===== src/rtl/delay_line.sv =====
// Tapped shift register: DEPTH stages of WIDTH bits with a runtime tap select,
// a saturating fill count for output qualification, and an optional output register.
module delay_line #(
  parameter int    WIDTH   = 1,
  parameter int    DEPTH   = 4,
  parameter string OUT_REG = "FALSE",
  localparam int   TAP_W   = $clog2(DEPTH)
) (
  input  logic             CK,
  input  logic             RST,
  input  logic             EN,
  input  logic             CLR,
  input  logic [TAP_W-1:0] TAP,
  input  logic [WIDTH-1:0] D,
  output logic [WIDTH-1:0] Q,
  output logic             Q_VALID,
  output logic             FULL
);

  localparam int                FILL_W   = $clog2(DEPTH + 1);
  localparam logic [TAP_W-1:0]  TAP_MAX  = TAP_W'(DEPTH - 1);
  localparam logic [FILL_W-1:0] FILL_MAX = FILL_W'(DEPTH);

  logic [WIDTH-1:0]  stage    [DEPTH];
  logic [WIDTH-1:0]  shift_in [DEPTH];
  logic [FILL_W-1:0] fill;
  logic [TAP_W-1:0]  tap_sel;
  logic [WIDTH-1:0]  q_mux;
  logic              valid_mux;

  // Next value of each stage: D enters stage 0, everything else moves up by one.
  for (genvar i = 0; i < DEPTH; i++) begin : g_stage
    if (i == 0) begin : g_head
      assign shift_in[i] = D;
    end else begin : g_body
      assign shift_in[i] = stage[i-1];
    end
  end

  always_ff @(posedge CK or posedge RST) begin
    if (RST) begin
      for (int i = 0; i < DEPTH; i++) stage[i] <= '0;
    end else if (CLR) begin
      for (int i = 0; i < DEPTH; i++) stage[i] <= '0;
    end else if (EN) begin
      stage <= shift_in;
    end
  end

  // Fill count saturates at DEPTH; it is the only control state in the block.
  always_ff @(posedge CK or posedge RST) begin
    if (RST) begin
      fill <= '0;
    end else if (CLR) begin
      fill <= '0;
    end else if (EN && (fill != FILL_MAX)) begin
      fill <= fill + 1'b1;
    end
  end

  // Taps beyond the last stage only exist when DEPTH is not a power of two.
  if (DEPTH == (2 ** TAP_W)) begin : g_tap_direct
    assign tap_sel = TAP;
  end else begin : g_tap_clamp
    assign tap_sel = (TAP > TAP_MAX) ? TAP_MAX : TAP;
  end

  assign q_mux     = stage[tap_sel];
  assign valid_mux = (32'(fill) > 32'(tap_sel));
  assign FULL      = (fill == FILL_MAX);

  if (OUT_REG == "TRUE") begin : g_out_reg
    logic [WIDTH-1:0] q_r;
    logic             valid_r;

    // Samples every edge, independent of EN, so a tap change shows one edge later.
    always_ff @(posedge CK or posedge RST) begin
      if (RST) begin
        q_r     <= '0;
        valid_r <= 1'b0;
      end else if (CLR) begin
        q_r     <= '0;
        valid_r <= 1'b0;
      end else begin
        q_r     <= q_mux;
        valid_r <= valid_mux;
      end
    end

    assign Q       = q_r;
    assign Q_VALID = valid_r;
  end else begin : g_out_comb
    assign Q       = q_mux;
    assign Q_VALID = valid_mux;
  end

endmodule


===== config.mk =====
export PLATFORM = sky130hd
export DESIGN_NAME = delay_line
export DESIGN_NICKNAME = d
export VERILOG_FILES = /design/src/rtl/delay_line.sv
export SDC_FILE = /design/constraint.sdc
export NUM_CORES = 1
export LEC_CHECK = 0
export ABC_AREA = 1
export BUFFER_PORTS_ARGS = -buffer_cell sky130_fd_sc_hd__buf_4
export CAP_MARGIN = 20
export CELL_PAD_IN_SITES_DETAIL_PLACEMENT = 1
export CELL_PAD_IN_SITES_GLOBAL_PLACEMENT = 1
export CORE_AREA = 2 2 39 41
export DETAILED_ROUTE_END_ITERATION = 16
export DIE_AREA = 0 0 41 43
export PLACE_DENSITY = 0.67
export REMOVE_ABC_BUFFERS = 1
export SLEW_MARGIN = 25
export SYNTH_ARGS = -nofsm -noshare
export SYNTH_HDL_FRONTEND = slang
export SYNTH_SLANG_ARGS = --single-unit

===== constraint.sdc =====
create_clock -name CK -period 1.3 [get_ports CK]
set_clock_uncertainty 0.05 [all_clocks]
set_input_delay 0.13 -clock CK [delete_from_list [all_inputs] [get_ports CK]]
set_output_delay 0.13 -clock CK [all_outputs]
set_load 0.1 [all_outputs]

==> reports/qor.yml, run 1 <==
netlist_instances: 57
placed_cell_area_sq_um: 542
place_hpwl_um: 743
critical_path_peak_fanout: 2
nets: 89
power.density_nw_per_um2: 1100
irDropWorstVdd_mv: 0.557
holdPathStages: 3
synth_area_sq_um: 432
vias: 436
viasPerCell: 4.69
max_cap_violations: 0
p_leak_nw: 0.359
crit_required_ns: 1.12
clock_latency_ns: 0.25
wl_per_cell_um: 11.0
die_h_um: 43
crit_path_start_kind: "register"
clockRootBuffer: "clkbuf_4"
area_growth_pct: 53.3
path_delay_family: "flip-flops"
crit_arrival_ns: 1.39
core_area_sq_um: 1380
endpoint: "Q_VALID"
drt-initial-drc-count: 2
final_common_cell: "nand2_1"
rr_startpoint: "fill[1]"
drtPass1Iterations: 2
worst_setup_path_end_kind: "output port"
port_buffers: 9
antenna_found_initial: 0
r2r_cells: 10
grt_max_degree: 8
slew_viol_final: 0
cts_tree: "built"
worst_hold_slack_ns: 0.0776
rsz0062_at_grt: "true"
mostFrequentLayoutCells: "nand2_1, buf_4, inv_1, dfrtp_1, inv_2"
yosys_warnings: 0
wl_mm: 1.02
rows: 14
diodes: 0
violations: "negative setup slack"
ios: 10
drive_gt1_share_pct: 39.0
grt_pass1_vias: 457
power_switching_share_pct: 36.2
comb_power_share_pct: 39.9
p_sw_w: 0.000264
path_buf_inv: 2
slowest_stage: "dfrtp_1"
dieArea_sq_um: 1760
fin_area_sq_um: 662
pwr-share-seq_pct: 32.5
hold_class: "in2reg"
r2r-end: "fill[2]"
crit_chain: "ha_1 > inv_1 > o21bai_1 > nand2_1 > nand2_2 > buf_12"
grt_usage_pct: 14.9
crit_cells: 6
clkTransAtPathRegs_ns: 0.06
synth_cell_type_count: 12
worst_path_largest_cell_delay_ns: 0.38
grt_pass1_wl_mm: 1.75
hold_viol: 0
yosysSeqAreaShare_pct: 40.6
clockBufferDepth: 2
fmax_ghz: 0.635
power.share.clock_pct: 27.6
final-setup-viol-count: 5
path_class: "reg2out"
initial_utilization_pct: 31.2
fp.dieW_um: 41
place_congestion: 0.737
slew_headroom_pct: 81.9
clock-sinks: 7
rrSetupSlack_ns: -0.15
ant_nets: 0
run_status: "finished with violations"
cts_buffers: 3
htreeDepth: 1
overflow: 0
syn_area_per_cell_sq_um: 7.57
drc: 0
period_minus_slack_ns: 1.57
min_period_over_period_pct: 121
ys_ff_latch: 7
startpoint: "fill[1]"
worst_pin_slew_ns: 0.272
internal_power_w: 0.000465
setup_ws_ns: -0.275
state kept, by name (all words and copies together) (netlist names):
name      cells
shift_in      3
stage         1
fill          3
layout make-up:
| type | instances | area, sq um |
|---|---|---|
| Fill cell | 172 | 722 |
| Tap cell | 16 | 20.0 |
| Sequential cell | 7 | 175 |
| Inverter | 14 | 52.6 |
| Timing Repair Buffer | 16 | 164 |
| Multi-Input combinational cell | 36 | 224 |
| Clock buffer | 4 | 26.3 |
worst min-delay path, delay by kind of cell:
family,cells,cell delay (ns)
and+or+nand+nor,1,0.08
AOI/OAI and AO/OA,1,0.06
buffers and inverters,1,0.07
synth_stat cells:
master / n / area share [%]
inv_1: 14 / 12
o22ai_1: 3 / 4.3
or2_4: 1 / 2.0
nand2_1: 16 / 14
nand4_1: 2 / 2.9
ha_1: 4 / 12
nand3_1: 5 / 5.8
o21bai_1: 1 / 1.7
o21ai_2: 1 / 2.0
o21ai_0: 1 / 1.2
dfrtp_1: 7 / 41
nor2_1: 2 / 1.7
worst min path at each step:
stage,to,startpoint
4_1_cts,shift_in[2],D
5_1_grt,shift_in[2],D
2_1_floorplan,fill[0],RST
6_report,shift_in[2],D
3_5_place_dp,fill[0],RST
3_3_place_gp,fill[0],RST
layer usage:
metal / vias to the layer above / part of all wire [%] / GRT usage, %
met5: - / 0 / 0
met4: 0 / 0.88 / 10.0
met3: 2 / 4.0 / 3.66
met2: 10 / 52 / 24.1
met1: 202 / 43 / 16.1
li1: 222 / - / -
stage by stage:
stage / total power (W) / setup TNS [ns] / worst slack [ns] / utilization [%] / cells
global route: 0.000766 / -1.42 / -0.357 / 47.8 / 93
finish: 0.000728 / -0.978 / -0.275 / 47.8 / 93
CTS: 0.000730 / -0.984 / -0.298 / 46.8 / 93
floorplan: 0.000395 / -0.555 / -0.393 / - / 57
detailed placement: 0.000466 / -0.139 / -0.0996 / 39.2 / 85
global placement: 0.000460 / -0.0529 / -0.0529 / 39.2 / 85
logic make-up after synthesis:
group | share of synthesized area, %
buffers and inverters | 12.2
flip-flops | 40.6
AND/OR/NAND/NOR | 26.4
adder cells (fa/ha/maj) | 11.6
AO/OA/AOI/OAI | 9.28
what timing repair did:
action | in CTS | in global routing
resized for setup | 15 | 6
hold buffers | 1 | 0
endpoints found under the hold margin | 7 | 0
setup buffers | 3 | 0
gates cloned | 0 | 0
pin swaps | 2 | 1
endpoints found under the setup margin | 3 | 6
power by group through the flow:
stage	Clock, W	Sequential, W	Combinational, W
final	0.000201	0.000237	0.000290
after global placement	0	0.000240	0.000221
after detailed placement	0	0.000240	0.000226
after CTS	0.000208	0.000237	0.000285
after global routing	0.000214	0.000239	0.000314
after floorplan	0	0.000241	0.000155
Power figures use the tool's default switching activity.
==> run 2, diff against run 1 <==
- PLACE_DENSITY: 0.67 -> unset
- PLACE_DENSITY_LB_ADDON: unset -> 0.1
==> reports/qor.yml, run 2 (same netlist as run 1, synthesis figures left out) <==
grt_pass1_vias: 442
area_growth_pct: 62.9
grt_max_degree: 8
hold_class: "in2reg"
place_hpwl_um: 762
startpoint: "fill[1]"
worst_hold_slack_ns: 0.0795
mostFrequentLayoutCells: "nand2_1, buf_4, inv_2, dfrtp_1, inv_1"
slew_headroom_pct: 81.6
path_delay_family: "flip-flops"
final-setup-viol-count: 5
slew_viol_final: 0
period_minus_slack_ns: 1.58
clockBufferDepth: 2
final_common_cell: "nand2_1"
rr_startpoint: "fill[1]"
clock_latency_ns: 0.25
drt-initial-drc-count: 1
setup_ws_ns: -0.283
fin_tns_setup_ns: -0.838
crit_required_ns: 1.12
core_area_sq_um: 1380
min_period_over_period_pct: 122
max_cap_violations: 0
hp-start: "D"
overflow: 0
grt_pass1_wl_mm: 1.78
antenna_found_initial: 0
run_status: "finished with violations"
fp.dieW_um: 41
fmax_ghz: 0.632
port_buffers: 9
crit_chain: "ha_4 > inv_2 > o21bai_1 > nand2_1 > nand2_2 > buf_12"
drive_gt1_share_pct: 46.2
grt_usage_pct: 15.2
path_class: "reg2out"
initial_utilization_pct: 31.2
critical_path_peak_fanout: 2
crit_path_start_kind: "register"
final_util_pct: 50.8
diodes: 0
rows: 14
viasPerCell: 4.64
power.density_nw_per_um2: 1070
vias: 436
worst_path_largest_cell_delay_ns: 0.41
path_buf_inv: 2
total_power_w: 0.000755
wl_mm: 1.12
hold_viol: 0
place_ws_ns: -0.110
clockRootBuffer: "clkbuf_4"
drc: 0
p_leak_nw: 0.370
rsz0062_at_grt: "true"
htreeDepth: 1
place_congestion: 0.737
drtPass1Iterations: 4
worst_pin_slew_ns: 0.276
irDropWorstVdd_mv: 0.563
die_h_um: 43
clock-sinks: 7
violations: "negative setup slack"
ios: 10
cts_buffers: 3
dieArea_sq_um: 1760
crit_arrival_ns: 1.40
clkTransAtPathRegs_ns: 0.05
cts_tree: "built"
slowest_stage: "dfrtp_1"
nets: 90
wl_per_cell_um: 11.9
worst_setup_path_end_kind: "output port"
ant_nets: 0
[run 2: per-layer routing]
layer / up-vias / global-route usage, % / wire length [um]
met5: - / 0 / 0
li1: 219 / - / -
met3: 2 / 3.14 / 38
met1: 205 / 18.1 / 466
met4: 0 / 8.00 / 19
met2: 10 / 24.1 / 592
[run 2: stage by stage]
stage,area (sq um),instances
2_1_floorplan,432,57
3_3_place_gp,549,86
3_5_place_dp,549,86
4_1_cts,643,93
5_1_grt,703,94
6_report,703,94
[run 2: tightest hold or removal path, delay by kind of cell]
| family | cells | cell delay (ns) |
|---|---|---|
| buffers and inverters | 1 | 0.08 |
| and+or+nand+nor | 1 | 0.08 |
| AOI/OAI and AO/OA | 1 | 0.06 |
[run 2: cell type report]
class	count	area (sq um)
Timing Repair Buffer	17	175
Tap cell	16	20.0
Clock buffer	4	26.3
Multi-Input combinational cell	36	251
Sequential cell	7	175
Inverter	14	55.1
Fill cell	168	681
[run 2: final timing paths]
path                            cells past startpoint  slack, ns          end
worst max-delay path                                6      -0.28      Q_VALID
worst min register to register                      2       0.48  shift_in[1]
worst min-delay path                                3       0.08  shift_in[2]
worst max register to register                      9      -0.13      fill[1]
max in group asynchronous                           3       0.67  shift_in[1]
min in group asynchronous                           3       0.31      fill[2]
[run 2: timing repair]
action                                 CTS  global route
pin swaps                                0             1
cloned                                   0             0
gates resized for setup                 13            18
setup endpoints to repair                3             6
hold buffers                             1             0
buffers inserted                         2             2
endpoints found under the hold margin    7             0
[run 2: where the power goes]
group	switching, W	internal (W)
clock network	0.0000840	0.000117
logic	0.000181	0.000131
registers	0.0000107	0.000230
==> run 3, diff against run 2 <==
--- a/config.mk
+++ b/config.mk
@@ -7,3 +7,3 @@
 export LEC_CHECK = 0
-export ABC_AREA = 1
+export ABC_AREA = 0
 export BUFFER_PORTS_ARGS = -buffer_cell sky130_fd_sc_hd__buf_4
@@ -13,2 +13,3 @@
 export CORE_AREA = 2 2 39 41
+export CTS_BUF_LIST = sky130_fd_sc_hd__clkbuf_4 sky130_fd_sc_hd__clkbuf_8
 export DETAILED_ROUTE_END_ITERATION = 16
==> constraint.sdc (replaced) <==
create_clock -name CK -period 1.3 [get_ports CK]
set_clock_uncertainty 0.05 [all_clocks]
set_input_delay 0 -clock CK [delete_from_list [all_inputs] [get_ports CK]]
set_output_delay 0 -clock CK [all_outputs]
set_load 0.1 [all_outputs]
==> reports/qor.yml, run 3 <==
run_status: "finished with violations"
violations: "negative setup slack"
crit_required_ns: 1.25
slew_viol_final: 0
rsz0062_at_grt: "true"
r2r_cells: 6
ys.flop_type: "dfrtp_1"
crit_arrival_ns: 1.43
synth_commonest_cells: "dfrtp_1, nor2_1, mux2i_1, ha_1, inv_1"
slew_headroom_pct: 81.8
area_growth_pct: 67.2
synth-edff-count: 0
cts_buffers: 3
port_buffers: 9
viasPerCell: 4.55
synth_fa_ha_area_share_pct: 11.8
dieArea_sq_um: 1760
clkTransAtPathRegs_ns: 0.06
crit_path_start_kind: "register"
r2r-end: "fill[2]"
path_class: "reg2out"
place_congestion: 0.616
mostFrequentLayoutCells: "buf_4, dfrtp_1, nor2_1, mux2i_1, clkbuf_4"
grt_usage_pct: 14.6
diodes: 0
synthXorXnorAreaFrac_pct: 2.07
cts_tree: "built"
wl_per_cell_um: 13.1
fillerInstances: 150
yosysTopAreaCellShare_pct: 41.4
final-setup-viol-count: 6
drtPass1Iterations: 3
min_to: "stage[0]"
clock-sinks: 7
synth_top_family_by_area: "multiplexers"
initial_utilization_pct: 30.6
place_ws_ns: -0.0432
synth_cell_type_count: 17
clock_latency_ns: 0.26
holdPathStages: 3
core_area_sq_um: 1380
grt_max_degree: 8
rr_startpoint: "fill[1]"
clockBufferDepth: 2
synth_area_sq_um: 423
synthMuxAreaShare_pct: 17.2
power.density_nw_per_um2: 1010
synth_area_leaders: "dfrtp_1, ha_1, mux2i_1"
fin_tns_setup_ns: -0.722
ios: 10
synthArstFlopShare_pct: 100
grt_pass1_wl_mm: 1.61
setup_ws_ns: -0.182
synth_most_common_cell: "dfrtp_1"
die_h_um: 43
drt-initial-drc-count: 2
ys_ff_latch: 7
nets: 73
crit_chain: "buf_4 > buf_6 > inv_2 > ha_4 > and2_4 > buf_12"
hold_viol: 0
rows: 14
hold_class: "in2reg"
clockRootBuffer: "clkbuf_4"
worst_setup_path_end_kind: "output port"
drive_gt1_share_pct: 54.1
startpoint: "fill[1]"
worst_pin_slew_ns: 0.272
worst_path_largest_cell_delay_ns: 0.41
period_minus_slack_ns: 1.48
fmax_ghz: 0.675
p_leak_nw: 0.356
max_cap_violations: 0
syn_area_per_cell_sq_um: 11.1
yosysSeqAreaShare_pct: 41.4
synth_area_leader_cell: "dfrtp_1"
rrSetupSlack_ns: -0.15
htreeDepth: 1
min_period_over_period_pct: 114
slowest_stage: "dfrtp_1"
yosys.area_share.simple_pct: 14.5
grt_pass1_vias: 385
hp-start: "EN"
antenna_found_initial: 0
critical_path_peak_fanout: 3
irDropWorstVdd_mv: 0.629
wl_mm: 1.01
fp.dieW_um: 41
ant_nets: 0
netlist_instances: 38
final_common_cell: "buf_4"
synth-compound-area-share_pct: 6.80
place_hpwl_um: 702
yosys_warnings: 0
vias: 350
overflow: 0
drc: 0
[run 3: changes by cell type after synthesis, moves of 2 or more]
cell,previous run,this run
inv_1,14,4
mux2i_1,0,5
nand2_1,16,1
nand3_1,5,0
nand4_1,2,0
nor2_1,2,6
o22ai_1,3,0
[run 3: cell families after synthesis]
logic type,Yosys count
fa+ha+maj,4
xor+xnor,1
flops,7
compound gates,3
buf+inv,5
simple gates,12
mux,6
[run 3: final cells by class]
class | count | area, sq um | area share, %
Multi-Input combinational cell | 26 | 268 | 37.9
Sequential cell | 7 | 175 | 24.8
Clock buffer | 4 | 30.0 | 4.25
Tap cell | 16 | 20.0 | 2.83
Timing Repair Buffer | 20 | 199 | 28.1
Inverter | 4 | 15.0 | 2.12
[run 3: what timing repair did]
item                                    CTS  global route
hold buffers                              3             0
pin swaps                                 0             2
endpoints found under the setup margin    3             6
resized for setup                        14             8
endpoints found under the hold margin    14             0
setup buffers                             1             5
[run 3: how the worst max path moves through the flow]
stage | endpoint | cells after the start
4_1_cts | Q_VALID | 5
3_3_place_gp | Q_VALID | 5
6_report | FULL | 6
3_5_place_dp | Q_VALID | 5
5_1_grt | Q_VALID | 5
2_1_floorplan | Q_VALID | 4
[run 3: critical path: cells and delay by family (launching register included)]
family,cells,cell delay [ns]
buffers and inverters,4,0.47
DFF,1,0.41
and+or+nand+nor,1,0.15
adders and majority gates,1,0.14
[run 3: routing by layer]
layer	part of all wire (%)	GRT usage [%]	vias to the layer above	wire, um
met5	0	0	-	0
li1	-	-	172	-
met2	51	21.9	11	518
met4	0.79	8.00	0	8
met3	7.5	7.85	2	76
met1	40	15.8	165	405
[run 3: power by group]
group	leakage (nW)	internal, W	switching, W
combinational	0.242	0.000121	0.000129
sequential	0.0953	0.000229	0.00000904
clock	0.0184	0.000138	0.0000879
total	0.356	0.000488	0.000226
[run 3: through the flow]
stage / power [W] / cell area [sq um] / instances / utilization [%] / hold slack (ns)
2_1_floorplan: 0.000356 / 412 / 37 / - / -0.247
3_3_place_gp: 0.000408 / 514 / 64 / 37.2 / -0.104
3_5_place_dp: 0.000414 / 514 / 64 / 37.2 / -0.0976
4_1_cts: 0.000695 / 643 / 72 / 46.5 / 0.0283
5_1_grt: 0.000765 / 707 / 77 / 51.1 / 0.0497
6_report: 0.000714 / 707 / 77 / 51.1 / 0.0336
